`src/rtl/npc_ras_unit.sv`:
```
// npc_ras_unit -- next-PC unit with an optional circular return-address stack.
//
// Holds the architectural PC and picks the next fetch address from npc_op:
//   000 SEQ  pc+4
//   001 BR   br_taken ? pc+4+(sext(imm[15:0])<<2) : pc+4
//   010 J    {pc[W-1:28], imm, 2'b00}
//   011 JR   {rs_addr[W-1:2], 2'b00}
//   100 CALL J target, push pc+4
//   101 RET  pop top if RAS non-empty, else JR target
//   11x      treated as SEQ
//
// Build option: define NPC_RAS_EN to build the RAS. Without it CALL acts as J,
// RET acts as JR, ras_empty=1, ras_full=0 and RAS_DEPTH is unused.
//
// Ports:
//   clk        rising-edge clock
//   PcReSet    async active-high reset (pc=RESET_VEC, RAS cleared)
//   stall      hold pc and RAS
//   npc_op     operation code
//   br_taken   branch condition (BR only)
//   imm        jump index / branch offset in [15:0]
//   rs_addr    register-jump target
//   pc         current PC
//   pc_plus4   pc+4 (link value)
//   ras_empty  RAS count == 0
//   ras_full   RAS count == RAS_DEPTH
module npc_ras_unit #(
  parameter int          WIDTH     = 32,
  parameter logic [31:0] RESET_VEC = 32'h0040_0000,
  parameter int          RAS_DEPTH = 4
) (
  input  logic             clk,
  input  logic             PcReSet,
  input  logic             stall,
  input  logic [2:0]       npc_op,
  input  logic             br_taken,
  input  logic [25:0]      imm,
  input  logic [WIDTH-1:0] rs_addr,
  output logic [WIDTH-1:0] pc,
  output logic [WIDTH-1:0] pc_plus4,
  output logic             ras_empty,
  output logic             ras_full
);

  localparam logic [2:0] OP_SEQ  = 3'b000;
  localparam logic [2:0] OP_BR   = 3'b001;
  localparam logic [2:0] OP_J    = 3'b010;
  localparam logic [2:0] OP_JR   = 3'b011;
  localparam logic [2:0] OP_CALL = 3'b100;
  localparam logic [2:0] OP_RET  = 3'b101;

  localparam logic [WIDTH-1:0] RST_PC = WIDTH'(RESET_VEC);

  logic [WIDTH-1:0] br_off, br_tgt, j_tgt, jr_tgt, npc;
  logic [WIDTH-1:0] ras_top;
  logic             ras_hit;

  assign pc_plus4 = pc + WIDTH'(4);
  assign br_off   = {{(WIDTH-18){imm[15]}}, imm[15:0], 2'b00};
  assign br_tgt   = pc_plus4 + br_off;
  assign j_tgt    = {pc[WIDTH-1:28], imm, 2'b00};
  assign jr_tgt   = {rs_addr[WIDTH-1:2], 2'b00};

`ifdef NPC_RAS_EN
  localparam int AW = $clog2(RAS_DEPTH);
  localparam int CW = $clog2(RAS_DEPTH + 1);
  localparam logic [CW-1:0] CNT_MAX = CW'(RAS_DEPTH);

  logic [RAS_DEPTH-1:0][WIDTH-1:0] mem;
  logic [AW-1:0]                   wp, wp_dec;
  logic [CW-1:0]                   cnt;
  logic                            push;

  // wp points at the next free slot, so the top lives one below it
  assign wp_dec    = wp - AW'(1);
  assign ras_top   = mem[wp_dec];
  assign ras_empty = (cnt == '0);
  assign ras_full  = (cnt == CNT_MAX);
  assign push      = (npc_op == OP_CALL);
  assign ras_hit   = (npc_op == OP_RET) && !ras_empty;

  always_ff @(posedge clk or posedge PcReSet) begin
    if (PcReSet) begin
      mem <= '0;
      wp  <= '0;
      cnt <= '0;
    end else if (!stall) begin
      if (push) begin
        // full push overwrites the oldest slot: wp has wrapped onto it
        mem[wp] <= pc_plus4;
        wp      <= wp + AW'(1);
        if (!ras_full) cnt <= cnt + CW'(1);
      end else if (ras_hit) begin
        wp  <= wp_dec;
        cnt <= cnt - CW'(1);
      end
    end
  end
`else
  assign ras_top   = '0;
  assign ras_hit   = 1'b0;
  assign ras_empty = 1'b1;
  assign ras_full  = 1'b0;
`endif

  always_comb begin
    npc = pc_plus4;
    case (npc_op)
      OP_SEQ:  npc = pc_plus4;
      OP_BR:   npc = br_taken ? br_tgt : pc_plus4;
      OP_J:    npc = j_tgt;
      OP_JR:   npc = jr_tgt;
      OP_CALL: npc = j_tgt;
      OP_RET:  npc = ras_hit ? ras_top : jr_tgt;
      default: npc = pc_plus4;
    endcase
  end

  always_ff @(posedge clk or posedge PcReSet) begin
    if (PcReSet)     pc <= RST_PC;
    else if (!stall) pc <= npc;
  end

endmodule

```
`config.mk`:
```
export PLATFORM = sky130hd
export DESIGN_NAME = npc_ras_unit
export DESIGN_NICKNAME = d
export VERILOG_FILES = /design/src/rtl/npc_ras_unit.sv
export SDC_FILE = /design/constraint.sdc
export NUM_CORES = 1
export LEC_CHECK = 0
export ABC_CLOCK_PERIOD_IN_PS = 7400
export BUFFER_PORTS_ARGS = -buffer_cell sky130_fd_sc_hd__buf_4
export CORE_MARGIN = 8
export CORE_UTILIZATION = 45
export DETAILED_ROUTE_END_ITERATION = 10
export PLACE_DENSITY = 0.71
export SLEW_MARGIN = 25
export SYNTH_ARGS = -nofsm -noshare
export SYNTH_HDL_FRONTEND = slang
export SYNTH_SLANG_ARGS = --single-unit
```
`constraint.sdc`:
```
create_clock -name clk -period 7.4 [get_ports clk]
set_clock_uncertainty 0.05 [all_clocks]
set_input_delay 0.37 -clock clk [delete_from_list [all_inputs] [get_ports clk]]
set_output_delay 0.37 -clock clk [all_outputs]
set_load 0.02 [all_outputs]
```
==> summary.txt, run 1 <==
status: finished, final reports clean
I/O Buffers: 122
pin count of the biggest net entering global routing: 33
iteration count of the initial detailed-routing pass: 5
flip-flop cell with the highest count after synthesis: dfrtp_1
number of top-level pins: 131
internal power of the cells: 617 µW
summed negative setup slack over all endpoints: 0 ns
critical path peak fanout: 6
Cell Area, Placed: 5390 µm²
power density cells: 226 nW/µm²
portion of the post-synthesis area used by sequential elements: 0.170
worst ir drop on vdd: 0.0000923 V
grt ovf: 0
Max stage delay cell, worst path: dfrtp_1
total length of routed met2 wires: 7.45 mm
Crit path max-delay family: simple AND/OR/NAND/NOR gates
TritonCTS clock tree: yes
starting density of the core: 0.458
number of standard cells in the layout, taps in and fillers out: 844
Root Driver: clkbuf_8
instance count after placement with tap cells included: 836
hold violation total from the final report: 0
registers with the highest flip-flop counts: pc x30
DR iter-0 viols: 355
die height: 115 µm
fraction of power consumed by sequential logic: 0.215
fill count: 961
transition time at the pin with the least slew margin: 0.879 ns
Antenna diodes: 0
flop2flop setup slack: 2.45 ns
number of vias per cell after detailed routing: 5.98
buffer count from post-CTS setup fixing: 0
row count: 36
number of max-cap violations: 0
final std cell area, no fill: 5470 µm²
Critical Path Start Type: register
later-pin clock latency in the skew report: 0.29 ns
critical path depth in cells: 16
wire length on met1: 6.42 mm
WP data arrival: 5.05 ns
launching point of the worst reg2reg path: pc[2]$_DFFE_PP0N_
CP endpoint: pc[31]$_DFFE_PP0P_
top routing layer used: met4
unrepaired setup endpoints after global routing: false
Total Routing Usage GR: 0.232
number of buffer and inverter instances along the worst setup path: 0
Gate Count Post-Synth: 607
Final Slew Violations: 0
Net Sw Power: 621 µW
Worst Setup End Kind: register
relative max-transition margin: 0.412
register containing the most flip-flops in the final layout: pc
HPWL after detailed placement: 12.1 mm
TritonCTS sink count: 30
wire length of the first global-routing pass: 25.1 mm
area overhead of the layout relative to synthesis: 23.4%
clock input transition at the sequential cells of the worst setup and hold paths: 0.08 ns
shortest clock period the worst path allows after layout: 4.95 ns
worst-case clock buffer depth: 2
average cell area after synthesis: 7.31 µm²
CTS Hold Bufs: 0
count of unresolved DRC violations after routing: 0
layout cells sized above 1: 0.214
summed instance area of the synthesized netlist: 4430 µm²
type of the most critical hold path: in -> async
total CTS buffers: 5
number of global-route vias before repair: 5004
Resized cells post-CTS: 0
start-to-end type of the worst setup path: reg -> reg
DR WL/cell: 18.5 µm
floorplan core area: 9680 µm²
number of nets with antenna violations after routing: 0
routability-driven placement congestion ratio: 0.926
horizontal die dimension: 115 µm
Post-synth ARST share: 1.00
die area: 13300 µm²
final worst-path cycle share: 0.669
power share of the combinational group: 0.672
Critical Path Max Stage Delay: 0.47 ns
cell-by-cell listing of the critical path: ha_1 > and3_1 > nand4_1 > nor2_1 > nand2_1 > nor3_1 > xor2_1 > ha_1 > a21oi_1 > o21ai_0 > or3_1 > o221a_2 > o31ai_1 > nor3_1 > o32ai_1 > o311ai_1
origin of the worst setup path: pc[2]$_DFFE_PP0N_
leakage component of the power: 2.42 nW
number of flip-flops in the largest register: 30
Total Nets Final: 810
met3 wire len: 1.50 mm
portion of total power attributed to the clock network: 0.112
Synth Register Bits: 30
antenna violations before repair: 0
Max H-tree Level: 2
Worst Path Required: 7.50 ns
switching share of total power: 0.502
capturing point of the worst reg2reg path: pc[31]$_DFFE_PP0P_
final count of negative-setup-slack endpoints: 0
number of distinct library cell variants in the gate-level netlist after synthesis: 69
highest achievable clock rate: 0.202 GHz
Yosys warning total: 0
number of cells traversed by the worst register-to-register path: 16
wirelength, routed: 15.6 mm
number of vias after detailed routing: 5044
number of synthesized flops with an enable pin: 0
-- final cells by class --
type / count / area, µm² / share of cell area
Multi-Input combinational cell: 531 / 3480 / 0.635
Sequential cell: 30 / 752 / 0.137
Tap cell: 133 / 166 / 0.0304
Inverter: 18 / 67.6 / 0.0123
Timing Repair Buffer: 124 / 931 / 0.170
Clock buffer: 8 / 80.1 / 0.0146
-- worst min-delay path: stages --
cell and delay (ns):
buf_4 0.11, inv_1 0.04, buf_4 0.40
-- metrics by stage --
step / hold slack, ns / util / power [mW] / worst slack, ns
global placement: 0.449 / 0.557 / 1.08 / 2.61
detailed placement: 0.461 / 0.557 / 1.09 / 2.55
global route: 0.196 / 0.565 / 1.33 / 2.08
floorplan: 0.410 / - / 0.819 / 2.96
CTS: 0.149 / 0.565 / 1.23 / 2.51
finish: 0.133 / 0.565 / 1.24 / 2.45
-- routing by layer --
metal,global-route usage,up-vias
met2,0.389,222
li1,-,2421
met1,0.288,2373
met3,0.0525,28
met4,0.0744,0
met5,0,-
-- cell usage after synthesis (3+ instances only) --
| cell | number | area [µm²] |
|---|---|---|
| a211o_1 | 3 | 26.3 |
| a211oi_1 | 6 | 45.0 |
| a21o_1 | 6 | 45.0 |
| a21oi_1 | 64 | 320 |
| a221oi_1 | 8 | 70.1 |
| a2bb2oi_1 | 3 | 26.3 |
| a31oi_1 | 7 | 43.8 |
| and2_1 | 4 | 25.0 |
| and3_1 | 11 | 68.8 |
| buf_4 | 6 | 45.0 |
| clkbuf_1 | 20 | 75.1 |
| dfrtp_1 | 29 | 726 |
| ha_1 | 34 | 425 |
| inv_1 | 18 | 67.6 |
| mux2i_1 | 17 | 170 |
| nand2_1 | 59 | 221 |
| nand2_2 | 3 | 18.8 |
| nand3_1 | 18 | 90.1 |
| nand4_1 | 7 | 43.8 |
| nor2_1 | 64 | 240 |
| nor2b_1 | 5 | 31.3 |
| nor3_1 | 16 | 80.1 |
| o211ai_1 | 6 | 45.0 |
| o21a_1 | 6 | 45.0 |
| o21ai_0 | 56 | 280 |
| o21bai_1 | 4 | 30.0 |
| o221ai_1 | 5 | 43.8 |
| o22ai_1 | 6 | 37.5 |
| o31a_1 | 3 | 26.3 |
| o31ai_1 | 5 | 37.5 |
| o32ai_1 | 3 | 26.3 |
| or3_1 | 5 | 31.3 |
| xnor2_1 | 34 | 298 |
| xor2_1 | 16 | 140 |
-- power by group through the flow --
stage / Sequential, mW / Clock, mW / Combinational (mW)
after floorplan: 0.293 / 0 / 0.526
after global placement: 0.265 / 0 / 0.815
after detailed placement: 0.268 / 0 / 0.824
after CTS: 0.265 / 0.140 / 0.828
after global routing: 0.275 / 0.147 / 0.910
final: 0.267 / 0.139 / 0.832
-- how the worst min path moves through the flow --
stage	startpoint	slack, ns	depth (start not counted)	to
2_1_floorplan	PcReSet	0.41	1	pc[10]$_DFFE_PP0N_
3_3_place_gp	PcReSet	0.45	3	pc[2]$_DFFE_PP0N_
3_5_place_dp	PcReSet	0.46	3	pc[3]$_DFFE_PP0N_
4_1_cts	PcReSet	0.15	3	pc[28]$_DFFE_PP0P_
5_1_grt	PcReSet	0.20	3	pc[9]$_DFFE_PP0N_
6_report	PcReSet	0.13	3	pc[2]$_DFFE_PP0N_
-- cells by family (layout without fill, tap and decap cells) --
family	count (synthesis)	count (layout)	share of synthesized area
buf+inv	50	150	0.0499
fa+ha+maj	35	35	0.100
flops	30	30	0.170
compound gates	206	206	0.289
other cells	2	6	0.00169
xor+xnor	52	52	0.109
mux	19	19	0.0435
simple gates	213	213	0.237
-- cell usage in the layout, fill, tap and decap left out, drive strengths merged, types with 6 or more instances in the layout --
cell    count
buf       124
nor2       67
a21oi      64
nand2      62
o21ai      57
xnor2      34
ha         34
dfrtp      29
nand3      19
inv        18
nor3       18
xor2       18
mux2i      17
and3       13
a221oi      8
nand4       8
clkbuf      8
a31oi       7
a211oi      6
o21a        6
o22ai       6
o211ai      6
a21o        6
conb        6
No activity file was read; power rests on OpenSTA's default activity.
==> run 2: changes to the inputs <==
ABC_CLOCK_PERIOD_IN_PS = 5100   (was 7400)
clock period = 5.1 ns   (was 7.4 ns; I/O delays follow)
==> run 2 against run 1 <==
  * Combinational power up 45%
  * Sequential power up 45%
  * Total power up 49%
  * Register-to-register slack worse by 1.9 ns
  * Utilization up 0.57 points
  * Via count up 1.3%
  * Clock power up 77%
  * Die area unchanged
  * Design area up 1.0%
==> summary.txt, run 2 (synthesis results as in run 1) <==
Critical Path Start Type: register
utilization after layout: 0.571 (+0.00569)
TritonCTS clock tree: yes
Total Nets Final: 813 (+0.37%)
worst ir drop on vdd: 0.000123 V (+33%)
transition time at the pin with the least slew margin: 0.861 ns (-0.0181 ns)
CTS Hold Bufs: 0 (unchanged)
number of max-cap violations: 0 (unchanged)
final worst slack: 0.570 ns (-1.88 ns)
area overhead of the layout relative to synthesis: 24.7%
power density cells: 333 nW/µm² (+47%)
total length of routed met2 wires: 7.60 mm (+2.1%)
power share of the combinational group: 0.657 (-0.015)
Antenna diodes: 0 (unchanged)
number of cells traversed by the worst register-to-register path: 15 (-1)
relative max-transition margin: 0.424 (+0.0121)
die area: 13300 µm² (unchanged)
switching share of total power: 0.493 (-0.00892)
portion of total power attributed to the clock network: 0.134 (+0.022)
highest achievable clock rate: 0.221 GHz (+9.2%)
start-to-end type of the worst setup path: reg -> reg
internal power of the cells: 935 µW (+52%)
antenna violations before repair: 0 (unchanged)
type of the most critical hold path: in -> async
wire length on met1: 6.63 mm (+3.4%)
die height: 115 µm (unchanged)
WP data arrival: 4.64 ns (-0.41 ns)
number of flip-flops in the largest register: 30 (unchanged)
TritonCTS sink count: 30 (unchanged)
critical path peak fanout: 7 (+1)
hold violation total from the final report: 0 (unchanged)
DR iter-0 viols: 427 (+20%)
number of top-level pins: 131 (unchanged)
most common library cell in the layout ignoring fill and taps: buf_4
DR WL/cell: 18.9 µm (+2.3%)
starting density of the core: 0.458 (unchanged)
wire length of the first global-routing pass: 25.4 mm (+1.4%)
register containing the most flip-flops in the final layout: pc
row count: 36 (unchanged)
shortest clock period the worst path allows after layout: 4.53 ns (-0.418 ns)
placement-stage worst setup slack: 0.407 ns (-2.14 ns)
leakage component of the power: 2.45 nW (+1.3%)
status: finished, final reports clean
clock input transition at the sequential cells of the worst setup and hold paths: 0.08 ns (about the same)
final count of negative-setup-slack endpoints: 0 (unchanged)
unrepaired setup endpoints after global routing: false
number of vias after detailed routing: 5109 (+1.3%)
number of global-route vias before repair: 5108 (+2.1%)
routability-driven placement congestion ratio: 0.933 (+0.84%)
Final Slew Violations: 0 (unchanged)
Max H-tree Level: 2 (unchanged)
fraction of power consumed by sequential logic: 0.210 (-0.005)
Total Routing Usage GR: 0.238 (+0.00560)
summed negative setup slack over all endpoints: 0 ns (unchanged)
Root Driver: clkbuf_8
iteration count of the initial detailed-routing pass: 5 (unchanged)
registers with the highest flip-flop counts: pc x30
most used cells in the layout excluding fill and tap cells: 127 x buf_4, 64 x a21oi_1, 63 x nor2_1, 59 x nand2_1, 56 x o21ai_0
I/O Buffers: 122 (unchanged)
HPWL after detailed placement: 12.3 mm (+1.8%)
Worst Path Required: 5.21 ns (-2.29 ns)
grt ovf: 0 (unchanged)
floorplan core area: 9680 µm² (unchanged)
met3 wire len: 1.52 mm (+1.3%)
number of vias per cell after detailed routing: 6.03 (+0.93%)
total CTS buffers: 5 (unchanged)
count of unresolved DRC violations after routing: 0 (unchanged)
horizontal die dimension: 115 µm (unchanged)
number of standard cells in the layout, taps in and fillers out: 847 (+0.36%)
top routing layer used: met4
later-pin clock latency in the skew report: 0.30 ns (about the same)
Worst Setup End Kind: register
instance count after placement with tap cells included: 838 (+0.24%)
layout cells sized above 1: 0.223 (+0.00891)
Net Sw Power: 908 µW (+46%)
pin count of the biggest net entering global routing: 33 (unchanged)
worst-case clock buffer depth: 2 (unchanged)
wirelength, routed: 16.0 mm (+2.6%)
final worst-path cycle share: 0.888 (+0.220)
number of nets with antenna violations after routing: 0 (unchanged)
run 2: changes by cell type in the layout (fill, tap and decap cells not counted), sizes merged:
cell  change
buf       +3
run 2: worst paths after layout:
kind | from | end | slack, ns
hold reg to reg | pc[3]$_DFFE_PP0N_ | pc[3]$_DFFE_PP0N_ | 0.53
setup reg to reg | pc[11]$_DFFE_PP0N_ | pc[31]$_DFFE_PP0P_ | 0.57
hold / removal | PcReSet | pc[2]$_DFFE_PP0N_ | 0.02
setup / recovery | pc[11]$_DFFE_PP0N_ | pc[31]$_DFFE_PP0P_ | 0.57
min in group clk | rs_addr[19] | pc[19]$_DFFE_PP0N_ | 0.19
max in group asynchronous | PcReSet | pc[22]$_DFFE_PP1N_ | 4.61
run 2: layout make-up:
| type | instances | area [µm²] |
|---|---|---|
| clock buffers | 8 | 110 |
| fillers | 922 | 4160 |
| inverters | 18 | 67.6 |
| multi-input cells | 531 | 3480 |
| flip-flops and latches | 30 | 752 |
| well taps | 133 | 166 |
| repair buffers | 127 | 953 |
run 2: worst max-delay path, stage by stage, from the launching register on:
cell	delay, ns
dfrtp_1	0.49
nand4_2	0.12
or3_1	0.59
nor2_1	0.35
nand3_1	0.13
xor2_1	0.34
inv_1	0.12
ha_1	0.38
a21oi_1	0.18
nand2_1	0.08
or3_1	0.37
o221a_2	0.30
o31ai_1	0.42
nor3_1	0.09
o32ai_1	0.25
o311ai_1	0.14
run 2: metal layers:
metal / global-route usage / vias to the layer above
met3: 0.0515 / 23
met4: 0.0788 / 0
met2: 0.389 / 250
li1: - / 2436
met5: 0 / -
met1: 0.303 / 2400
run 2: metrics by stage:
stage	total power, mW	cell area, µm²	hold slack [ns]
after CTS	1.83	5520	0.0367
after detailed placement	1.59	5410	0.348
after global routing	1.98	5530	0.0527
after floorplan	1.19	4450	0.295
after global placement	1.57	5410	0.341
final	1.84	5530	0.0240
run 2: power by group through the flow:
| stage | Combinational (mW) | Sequential [mW] | Clock, mW |
|---|---|---|---|
| detailed placement | 1.20 | 0.389 | 0 |
| finish | 1.21 | 0.387 | 0.246 |
| floorplan | 0.764 | 0.425 | 0 |
| global route | 1.32 | 0.399 | 0.259 |
| global placement | 1.18 | 0.385 | 0 |
| CTS | 1.20 | 0.385 | 0.248 |
run 2: timing repair:
action,CTS,global route
setup endpoints to repair,0,3
buffers inserted,0,1
gates resized for setup,0,1
==> run 3: changes to the inputs <==
CORE_ASPECT_RATIO = 0.6   (was not set)
RECOVER_POWER = 50   (was not set)
==> run 3 against run 2 <==
  * The flow now finishes with violations (capacitance limit, slew limit)
  * Sequential power is 1% higher
  * Die area is 0.78% higher
  * Total power is 3.4% higher
  * First-iteration DRC count is 36% higher
  * Worst hold slack better by 0.18 ns
  * Worst setup slack worse by 0.093 ns
  * Register-to-register slack worse by 0.09 ns
  * Design area is 1.3% lower
  * Clock-buffer cell count is 1 lower
  * Sequential share of layout area is 0.18 points higher
  * Largest power group unchanged
==> summary.txt, run 3 (synthesis results as in run 1) <==
pin count of the biggest net entering global routing: 33 (unchanged)
registers with the highest flip-flop counts: pc x30
Total Nets Final: 813 (unchanged)
CTS Hold Bufs: 0 (unchanged)
worst-case clock buffer depth: 2 (unchanged)
DR WL/cell: 19.9 µm (+4.9%)
hold violation total from the final report: 0 (unchanged)
placement-stage worst setup slack: 0.477 ns (+0.0697 ns)
starting density of the core: 0.457 (-0.000945)
register containing the most flip-flops in the final layout: pc
flop2flop setup slack: 0.48 ns (-0.09 ns)
grt ovf: 0 (unchanged)
summed negative setup slack over all endpoints: 0 ns (unchanged)
final worst slack: 0.477 ns (-0.0931 ns)
number of global-route vias before repair: 4885 (-4.4%)
number of vias per cell after detailed routing: 6.07 (+0.68%)
TritonCTS sink count: 30 (unchanged)
total CTS buffers: 5 (unchanged)
fill count: 967 (+4.9%)
hold_sp: rs_addr[29]
Antenna diodes: 0 (unchanged)
number of top-level pins: 131 (unchanged)
DR iter-0 viols: 582 (+36%)
relative max-transition margin: -0.380 (-0.804)
wirelength, routed: 16.9 mm (+5.2%)
capturing point of the worst reg2reg path: pc[31]$_DFFE_PP0P_
I/O Buffers: 122 (unchanged)
WP data arrival: 4.72 ns (+0.08 ns)
most used cells in the layout excluding fill and tap cells: 95 x buf_4, 64 x nor2_1, 64 x a21oi_1, 59 x nand2_1, 56 x o21ai_0
number of nets with antenna violations after routing: 0 (unchanged)
number of flip-flops in the largest register: 30 (unchanged)
Worst Hold Path Cells: 3
number of cells traversed by the worst register-to-register path: 16 (+1)
Resized cells post-CTS: 0 (unchanged)
area overhead of the layout relative to synthesis: 23.0%
Max H-tree Level: 2 (unchanged)
antenna violations before repair: 0 (unchanged)
iteration count of the initial detailed-routing pass: 6 (+1)
row count: 28 (-22%)
TritonCTS clock tree: yes
die area: 13400 µm² (+0.78%)
status: finished, violations left
Total Routing Usage GR: 0.247 (+0.00880)
worst ir drop on vdd: 0.000234 V (+90%)
violated checks: capacitance limit, slew limit
final worst-path cycle share: 0.906 (+0.0183)
Critical Path Start Type: register
most common library cell in the layout ignoring fill and taps: buf_4
utilization after layout: 0.562 (-0.00878)
die height: 92.9 µm (-19%)
launching point of the worst reg2reg path: pc[2]$_DFFE_PP0N_
wire length of the first global-routing pass: 26.2 mm (+3.2%)
floorplan core area: 9700 µm² (+0.21%)
later-pin clock latency in the skew report: 0.29 ns (about the same)
buffer count from post-CTS setup fixing: 0 (unchanged)
Worst Setup End Kind: register
worst hold endpoint: pc[29]$_DFFE_PP0P_
clock input transition at the sequential cells of the worst setup and hold paths: 0.06 ns (-0.02 ns)
power density cells: 350 nW/µm² (+4.8%)
Final Slew Violations: 31 (+31)
shortest clock period the worst path allows after layout: 4.62 ns (+0.0931 ns)
number of max-cap violations: 1 (+1)
unrepaired setup endpoints after global routing: false
leakage component of the power: 2.35 nW (-4.0%)
final count of negative-setup-slack endpoints: 0 (unchanged)
horizontal die dimension: 144 µm (+25%)
Root Driver: clkbuf_16
Worst Path Required: 5.20 ns (about the same)
number of vias after detailed routing: 5156 (+0.92%)
transition time at the pin with the least slew margin: 2.07 ns (+1.21 ns)
start-to-end type of the worst setup path: reg -> reg
layout cells sized above 1: 0.178 (-0.0448)
routability-driven placement congestion ratio: 0.939 (+0.59%)
type of the most critical hold path: in -> reg
critical path peak fanout: 9 (+2)
highest achievable clock rate: 0.216 GHz (-2.0%)
HPWL after detailed placement: 13.2 mm (+7.5%)
count of unresolved DRC violations after routing: 0 (unchanged)
-- run 3: layer usage --
metal,vias to the layer above,wire (µm),global-route usage
met3,6,2010,0.0724
met4,0,56,0.0319
li1,2429,-,-
met2,270,6740,0.341
met1,2451,8060,0.372
met5,-,0,0
-- run 3: stage by stage --
step / hold slack (ns) / cells / cell area, µm² / total power [mW]
3_3_place_gp: 0.343 / 841 / 5420 / 1.59
4_1_cts: 0.0451 / 849 / 5570 / 1.93
5_1_grt: 0.232 / 849 / 5450 / 2.03
3_5_place_dp: 0.348 / 841 / 5420 / 1.61
2_1_floorplan: 0.295 / 611 / 4450 / 1.19
6_report: 0.207 / 849 / 5450 / 1.91
-- run 3: critical path, stage by stage (launching register included) --
cell and delay, ns:
dfrtp_1 0.45, ha_1 0.26, and3_1 0.23, nand4_1 0.18
buf_4 0.21, nor3_4 0.38, nand3_2 0.18, xnor2_1 0.30
ha_1 0.37, a21oi_1 0.19, o21ai_0 0.18, or3_1 0.35
o221a_2 0.33, o31ai_2 0.32, nor3_1 0.09, o32ai_1 0.28
o311ai_1 0.14
-- run 3: area by class of cell --
cell class	instances	area, µm²	share of cell area
well taps	135	169	0.0310
clock buffers	7	143	0.0262
inverters	18	67.6	0.0124
flip-flops and latches	30	752	0.138
repair buffers	127	837	0.153
multi-input cells	531	3480	0.638
clock inverters	1	5.00	0.000918
-- run 3: how the worst max path moves through the flow --
stage / start / to / slack, ns
after floorplan: pc[2]$_DFFE_PP0N_ / pc[29]$_DFFE_PP0P_ / 0.66
after global placement: pc[2]$_DFFE_PP0N_ / pc[31]$_DFFE_PP0P_ / 0.64
after detailed placement: pc[2]$_DFFE_PP0N_ / pc[31]$_DFFE_PP0P_ / 0.48
after CTS: pc[2]$_DFFE_PP0N_ / pc[31]$_DFFE_PP0P_ / 0.44
after global routing: pc[2]$_DFFE_PP0N_ / pc[31]$_DFFE_PP0P_ / 0.13
final: pc[2]$_DFFE_PP0N_ / pc[31]$_DFFE_PP0P_ / 0.48
-- run 3: power breakdown --
part	total, mW	internal [mW]	switching, mW
Sequential	0.392	0.291	0.101
Combinational	1.20	0.469	0.727
Clock	0.319	0.194	0.125
Total	1.91	0.954	0.953
